$ cat src/rtl/fb_write_arbiter.sv
// Frame-buffer RAM write-port arbiter: clear sequencer, then round-robin host/aux.
// Latency: grant in cycle N drives the RAM port in N+1; backpressure is grant=0 (requester holds).
package types;
    typedef logic [11:0] mem_write_addr_t;
    typedef logic [15:0] mem_write_data_t;
endpackage

module fb_write_arbiter #(
    parameter types::mem_write_addr_t CLEAR_LAST_ADDR = types::mem_write_addr_t'('1),
    parameter int                     _UNUSED         = 0
) (
    input  logic                    clk_in,
    input  logic                    reset,
    input  logic                    clear_start,
    input  types::mem_write_data_t  clear_value,
    output logic                    clear_busy,
    output logic                    clear_done,
    input  logic                    host_req,
    input  types::mem_write_addr_t  host_addr,
    input  types::mem_write_data_t  host_data,
    output logic                    host_grant,
    input  logic                    aux_req,
    input  types::mem_write_addr_t  aux_addr,
    input  types::mem_write_data_t  aux_data,
    output logic                    aux_grant,
    output logic                    ram_write_enable,
    output types::mem_write_addr_t  ram_address,
    output types::mem_write_data_t  ram_data_out
);

    typedef enum logic {
        S_IDLE  = 1'b0,
        S_CLEAR = 1'b1
    } state_t;

    state_t                 r_state;
    state_t                 w_state_nxt;
    types::mem_write_addr_t r_clear_addr;
    types::mem_write_data_t r_clear_value;
    logic                   r_last_aux;
    logic                   r_clear_done;
    logic                   r_we;
    types::mem_write_addr_t r_addr;
    types::mem_write_data_t r_data;

    logic                   w_host_win;
    logic                   w_aux_win;
    logic                   w_clear_wr;
    logic                   w_busy;
    logic                   w_wr_en;
    types::mem_write_addr_t w_wr_addr;
    types::mem_write_data_t w_wr_data;
    logic                   w_clear_last;

    if (_UNUSED != 0) begin : g_placeholder
    end

    // Termination compares against the last address, so an all-ones limit never relies on carry-out.
    assign w_clear_last = (r_clear_addr == CLEAR_LAST_ADDR);

    always_ff @(posedge clk_in) begin
        if (reset) begin
            r_state <= S_IDLE;
        end else begin
            r_state <= w_state_nxt;
        end
    end

    always_comb begin
        w_state_nxt = r_state;
        case (r_state)
            S_IDLE:  if (clear_start)  w_state_nxt = S_CLEAR;
            S_CLEAR: if (w_clear_last) w_state_nxt = S_IDLE;
            default: w_state_nxt = S_IDLE;
        endcase
    end

    always_comb begin
        w_host_win = 1'b0;
        w_aux_win  = 1'b0;
        w_clear_wr = 1'b0;
        w_busy     = 1'b0;
        if (!reset) begin
            case (r_state)
                S_IDLE: begin
                    // A clear request steals the cycle it is seen in, so nobody else is granted.
                    if (!clear_start) begin
                        if (host_req && (!aux_req || r_last_aux)) begin
                            w_host_win = 1'b1;
                        end else if (aux_req) begin
                            w_aux_win = 1'b1;
                        end
                    end
                end
                S_CLEAR: begin
                    w_clear_wr = 1'b1;
                    w_busy     = 1'b1;
                end
                default: ;
            endcase
        end
    end

    always_comb begin
        w_wr_en   = w_host_win | w_aux_win | w_clear_wr;
        w_wr_addr = r_clear_addr;
        w_wr_data = r_clear_value;
        if (w_host_win) begin
            w_wr_addr = host_addr;
            w_wr_data = host_data;
        end else if (w_aux_win) begin
            w_wr_addr = aux_addr;
            w_wr_data = aux_data;
        end
    end

    always_ff @(posedge clk_in) begin
        if (reset) begin
            r_clear_addr  <= '0;
            r_clear_value <= '0;
            r_last_aux    <= 1'b1;
            r_clear_done  <= 1'b0;
            r_we          <= 1'b0;
            r_addr        <= '0;
            r_data        <= '0;
        end else begin
            r_clear_done <= w_clear_wr & w_clear_last;
            if (r_state == S_IDLE && clear_start) begin
                r_clear_addr  <= '0;
                r_clear_value <= clear_value;
            end else if (w_clear_wr) begin
                r_clear_addr <= r_clear_addr + types::mem_write_addr_t'(1);
            end
            if (w_host_win) begin
                r_last_aux <= 1'b0;
            end else if (w_aux_win) begin
                r_last_aux <= 1'b1;
            end
            r_we <= w_wr_en;
            if (w_wr_en) begin
                r_addr <= w_wr_addr;
                r_data <= w_wr_data;
            end
        end
    end

    assign clear_busy       = w_busy;
    assign clear_done       = r_clear_done;
    assign host_grant       = w_host_win;
    assign aux_grant        = w_aux_win;
    assign ram_write_enable = r_we;
    assign ram_address      = r_addr;
    assign ram_data_out     = r_data;

endmodule

$ cat config.mk
export PLATFORM = sky130hd
export DESIGN_NAME = fb_write_arbiter
export DESIGN_NICKNAME = d
export VERILOG_FILES = /design/src/rtl/fb_write_arbiter.sv
export SDC_FILE = /design/constraint.sdc
export NUM_CORES = 1
export LEC_CHECK = 0
export CORE_MARGIN = 3
export CORE_UTILIZATION = 43
export CTS_CLUSTER_DIAMETER = 30
export CTS_CLUSTER_SIZE = 10
export DETAILED_ROUTE_END_ITERATION = 7
export PLACE_DENSITY_LB_ADDON = 0.1
export SYNTH_ARGS = -nofsm -noshare
export SYNTH_HDL_FRONTEND = slang
export SYNTH_SLANG_ARGS = --single-unit
$ cat constraint.sdc
create_clock -name clk_in -period 2.1 [get_ports clk_in]
set_clock_uncertainty 0.15 [all_clocks]
set_input_delay 0.42 -clock clk_in [delete_from_list [all_inputs] [get_ports clk_in]]
set_output_delay 0.42 -clock clk_in [all_outputs]
set_load 0.03 [all_outputs]
# [Yosys cells after proc, flatten, opt, wreduce, memory -nomap -nowiden]
# Cells that the tools add are included.
[totals] reg_bits=60 latch_bits=0 mem_bits_rw=0 mem_bits_ro=0 input_bits=77 output_inout_bits=33 elab_cells=40 n_memories=0
[classes] add_sub_neg=1 n_mul=0 div_mod_pow=0 magnitude_cmp=0 n_eq_ne=1 shifts=0 muxes=20 bitwise_logic=4 reduce_logical=6
[op_table] operator="2-to-1 mux 16 bit" count=2
[op_table] operator="2-to-1 mux 12 bit" count=2
[op_table] operator="2-to-1 mux 1 bit" count=15
[op_table] operator="adder 12 x 1 -> 12 bit (second input constant)" count=1
[op_table] operator="equality test 12 bit (second input constant)" count=1
[op_table] operator="logical AND 1 bit" count=2
[op_table] operator="OR 1 bit" count=2
[op_table] operator="one-hot mux 1 bit (2 select lines)" count=1
[op_table] operator="nonzero test 2 bit" count=1
[op_table] operator="OR reduction 2 bit" count=1
[op_table] operator="AND 1 bit" count=1
[op_table] operator="logical NOT 1 bit" count=1
[op_table] operator="logical OR 1 bit" count=1
[op_table] operator="NOT 1 bit" count=1

# [Longest topological paths before layout]
[logic_depth] word_depth=9 mapped_depth=7 mapped_depth_nobuf=5

# [Worst setup path after synthesis]
# OpenSTA, ideal clock, no wires.
[synth_path] path_kind="in2out" from="in clear_start" to="out host_grant" t_arrival_ns=1.449 t_required_ns=1.530 setup_slack_ns=0.081 stages=4 cell_sequence="or3b_1 > a211o_1 > inv_2 > buf_2"
[synth_between] elab_chain_len=3
[synth_lines] item="from (decl)" line_no="14" source="input logic clear_start,"
[synth_lines] item="2-to-1 mux 1 bit" line_no="87" source="if (!clear_start) begin"
[synth_lines] item="2-to-1 mux 1 bit" line_no="84" source="case (r_state)"
[synth_lines] item="2-to-1 mux 1 bit" line_no="83" source="if (!reset) begin"
[synth_lines] item="to (decl)" line_no="21" source="output logic host_grant,"
# Every way passes these cells.

# [Worst setup path after layout]
# Same ends and word-level chain as after synthesis.

==> results.py <==
metrics = {
    "synth": {
        "ys.flop_type": "sky130_fd_sc_hd__dfxtp_1",
        "yosys-top-cells-area": "sky130_fd_sc_hd__dfxtp_1 (44%), sky130_fd_sc_hd__o2bb2ai_1 (9.0%), sky130_fd_sc_hd__a211oi_1 (8.0%), sky130_fd_sc_hd__and3_1 (6.6%), sky130_fd_sc_hd__nand2_1 (5.8%)",
        "postSynthCellCount": 318,
        "synth_area_um2": 2730,
        "yosys-top-cells-count": "sky130_fd_sc_hd__dfxtp_1 (60), sky130_fd_sc_hd__nand2_1 (42), sky130_fd_sc_hd__a211oi_1 (29), sky130_fd_sc_hd__and3_1 (29), sky130_fd_sc_hd__o2bb2ai_1 (28)",
        "synth_fp_nets": 396,
        "post-synth-top-area-fraction": 0.440,
        "synth.largest_area_cell": "sky130_fd_sc_hd__dfxtp_1",
        "netlist-cell-type-count": 37,
        "ys_seq_area_frac": 0.440,
        "synth_enable_flop_cells": 0,
        "ys.warnings.count": 0,
        "syn_area_per_cell_um2": 8.58,
        "ys_ff_latch": 60,
        "library_cell_with_the_highest_instance_count_after_synthesis": "sky130_fd_sc_hd__dfxtp_1",
        "ys_async_rst_share": 0,
    },
    "sta": {
        "slew-limit-headroom": 0.657,
        "hold_viol": 0,
        "fin_hold_ws_ns": 0.308,
        "period_minus_slack_ns": 2.09,
        "transition_time_at_the_pin_with_the_least_slew_margin_ns": 0.511,
        "fin_crit_share": 0.995,
        "maxClockFrequency_mhz": 478,
        "grt_setup_unrepaired": "true",
        "slew_violations": 0,
        "setup_viol": 0,
    },
    "drt": {
        "drtPass1Iterations": 4,
        "drt_iter0_drc": 129,
        "routed_wire_length_per_instance_um": 17.0,
        "antenna_nets_post_route": 0,
        "detail_route.wirelength_um": 8820,
        "route.vias.total": 2892,
        "drc_errors": 0,
        "avgViaCountPerCell": 5.58,
    },
    "clocking": {
        "clock_sinks": 60,
        "cts-htree-levels": 3,
        "clock_tree.buffer_depth": 2,
        "insertion_delay_ns": 0.34,
        "cts_buffers": 9,
        "clockRootBuffer": "sky130_fd_sc_hd__clkbuf_8",
        "clk_transition_reported_paths_ns": 0.07,
        "cts_tree": "built",
        "postCtsHoldBufs": 0,
    },
    "worst_setup_path": {
        "worst_setup_path_end_kind": "primary output",
        "crit_fanout": 2,
        "crit_path_start": "clear_start",
        "crit_path_required_time_ns": 1.53,
        "arrival_ns": 1.52,
        "worstSetupStartpointType": "input pin",
        "launch_point_of_the_worst_reg_to_reg_path": "r_last_aux$_SDFFE_PP1P_",
        "path_class": "in -> out",
    },
    "place": {
        "place.port_buffers": 109,
        "gp_routability_congestion": 0.779,
        "dp_hpwl_um": 6200,
        "dpl_cell_area_um2": 4020,
    },
    "grt": {
        "antenna_violations_before_repair": 0,
        "grt_start_max_net_pins": 29,
        "global_route.overflow_total": 0,
        "total_routing_resource_utilization_after_global_routing": 0.243,
        "global_route_wire_length_before_repair_um": 14100,
        "grt_pass1_vias": 2839,
    },
    "layout": {
        "n_antenna_cell": 0,
        "area_delta_synth_final_pct": 58.7,
        "final.fill_count": 485,
        "finalNetCount": 516,
        "final_core_utilization": 0.719,
        "proportion_of_layout_cells_with_a_drive_suffix_above_1": 0.129,
        "design_area_um2": 4330,
    },
    "floorplan": {
        "floorplan_die_width_um": 85.7,
        "ioPinCount": 110,
        "core-area_um2": 6030,
        "die_height_um": 85.7,
        "initial_core_util": 0.453,
        "row_count": 28,
        "fp.dieArea_um2": 7340,
    },
    "power": {
        "p_leak_nw": 1.68,
        "power.ir.vdd_worst_uv": 526,
        "cellPowerDensity_nw_per_um2": 725,
    },
    "run": {
        "drv.max_cap_violation_count": 0,
    },
    "min_path": {
        "min_from": "r_clear_value[7]$_SDFFE_PP0P_",
        "min-delay-path-class": "reg -> reg",
    },
    "outcome": {
        "status": "finished, final reports clean",
    },
}
## kinds of logic (layout without fill, tap and decap cells)
group / after synthesis / in the layout / share of synthesized area
xor+xnor: 7 / 7 / 0.0225
flops: 60 / 60 / 0.440
fa+ha+maj: 1 / 1 / 0.00458
compound gates: 110 / 110 / 0.270
buf+inv: 33 / 158 / 0.0564
mux: 2 / 2 / 0.00734
simple gates: 105 / 105 / 0.199
## worst max-delay path, cell delays in order
cell and delay, ns:
sky130_fd_sc_hd__dlygate4sd2_1 0.26, sky130_fd_sc_hd__or3b_4 0.38, sky130_fd_sc_hd__a211o_1 0.26, sky130_fd_sc_hd__inv_2 0.07, sky130_fd_sc_hd__buf_6 0.13
## power by group
| part | internal (mW) | total [mW] | switching [mW] |
|---|---|---|---|
| combinational | 0.289 | 0.548 | 0.260 |
| clock | 0.918 | 1.37 | 0.451 |
| sequential | 1.19 | 1.22 | 0.0328 |
| total | 2.40 | 3.14 | 0.743 |
## layout make-up
| type | instances | area (µm²) | area share |
|---|---|---|---|
| multi-input combinational | 225 | 1410 | 0.324 |
| timing repair buffer | 137 | 1340 | 0.310 |
| sequential | 60 | 1200 | 0.278 |
| clock buffer | 13 | 179 | 0.0413 |
| tap | 75 | 93.8 | 0.0217 |
| clock inverter | 3 | 90.1 | 0.0208 |
| inverter | 5 | 18.8 | 0.00433 |
## path summary, 6_finish.rpt
check / slack [ns] / depth (start not counted) / to
max: 0.01 / 5 / host_grant
min: 0.31 / 2 / r_clear_value[7]$_SDFFE_PP0P_
max reg2reg: 0.21 / 8 / ram_data_out[15]$_SDFFE_PP0P_
min reg2reg: 0.31 / 2 / r_clear_value[7]$_SDFFE_PP0P_
## layout by cell type (no fill, tap or decap), types with 2 or more instances in the layout
cell type and count:
sky130_fd_sc_hd__buf_12 3, sky130_fd_sc_hd__dlygate4sd2_1 2, sky130_fd_sc_hd__and3_1 29, sky130_fd_sc_hd__clkdlybuf4s50_1 103, sky130_fd_sc_hd__inv_2 2, sky130_fd_sc_hd__o21ai_1 2, sky130_fd_sc_hd__nor3_1 4, sky130_fd_sc_hd__o2bb2ai_1 28
sky130_fd_sc_hd__nand4_1 3, sky130_fd_sc_hd__inv_1 3, sky130_fd_sc_hd__mux2i_1 2, sky130_fd_sc_hd__xor2_1 4, sky130_fd_sc_hd__a211oi_1 29, sky130_fd_sc_hd__buf_6 3, sky130_fd_sc_hd__xnor2_1 3, sky130_fd_sc_hd__nand2_1 41
sky130_fd_sc_hd__nand3_1 4, sky130_fd_sc_hd__o21ai_0 26, sky130_fd_sc_hd__dfxtp_1 59, sky130_fd_sc_hd__nor4_1 2, sky130_fd_sc_hd__nor2_1 11, sky130_fd_sc_hd__clkbuf_8 13, sky130_fd_sc_hd__buf_4 25, sky130_fd_sc_hd__bufinv_16 3
sky130_fd_sc_hd__a21oi_1 20
## per-layer routing
metal / wire, µm / global-route usage / up-vias
met5: 0 / 0 / -
met4: 143 / 0.0835 / 0
met3: 571 / 0.0586 / 13
met2: 4080 / 0.379 / 99
met1: 4020 / 0.330 / 1378
li1: - / - / 1402
## per-stage QoR
| step | setup slack (ns) | total power [mW] | setup TNS, ns | cells |
|---|---|---|---|---|
| finish | 0.00994 | 3.14 | 0 | 518 |
| global route | -0.0327 | 3.25 | -0.0403 | 518 |
| CTS | 0.00300 | 3.15 | 0 | 518 |
| detailed placement | -0.320 | 1.78 | -9.11 | 501 |
| global placement | -0.283 | 1.78 | -7.90 | 501 |
| floorplan | 0.0808 | 1.48 | 0 | 318 |
## flip-flops by register name (all words and copies together) (netlist names)
signal,cells
r_clear_value,16
r_last_aux,1
ram_data_out,16
r_clear_addr,12
clear_done,1
r_state,1
ram_write_enable,1
ram_address,12
## repair_timing
item	4_1_cts	5_1_grt
pin swaps	2	0
gates resized for setup	7	5
buffers inserted	1	0
endpoints found under the setup margin	2	28
Power figures use the tool's default switching activity.
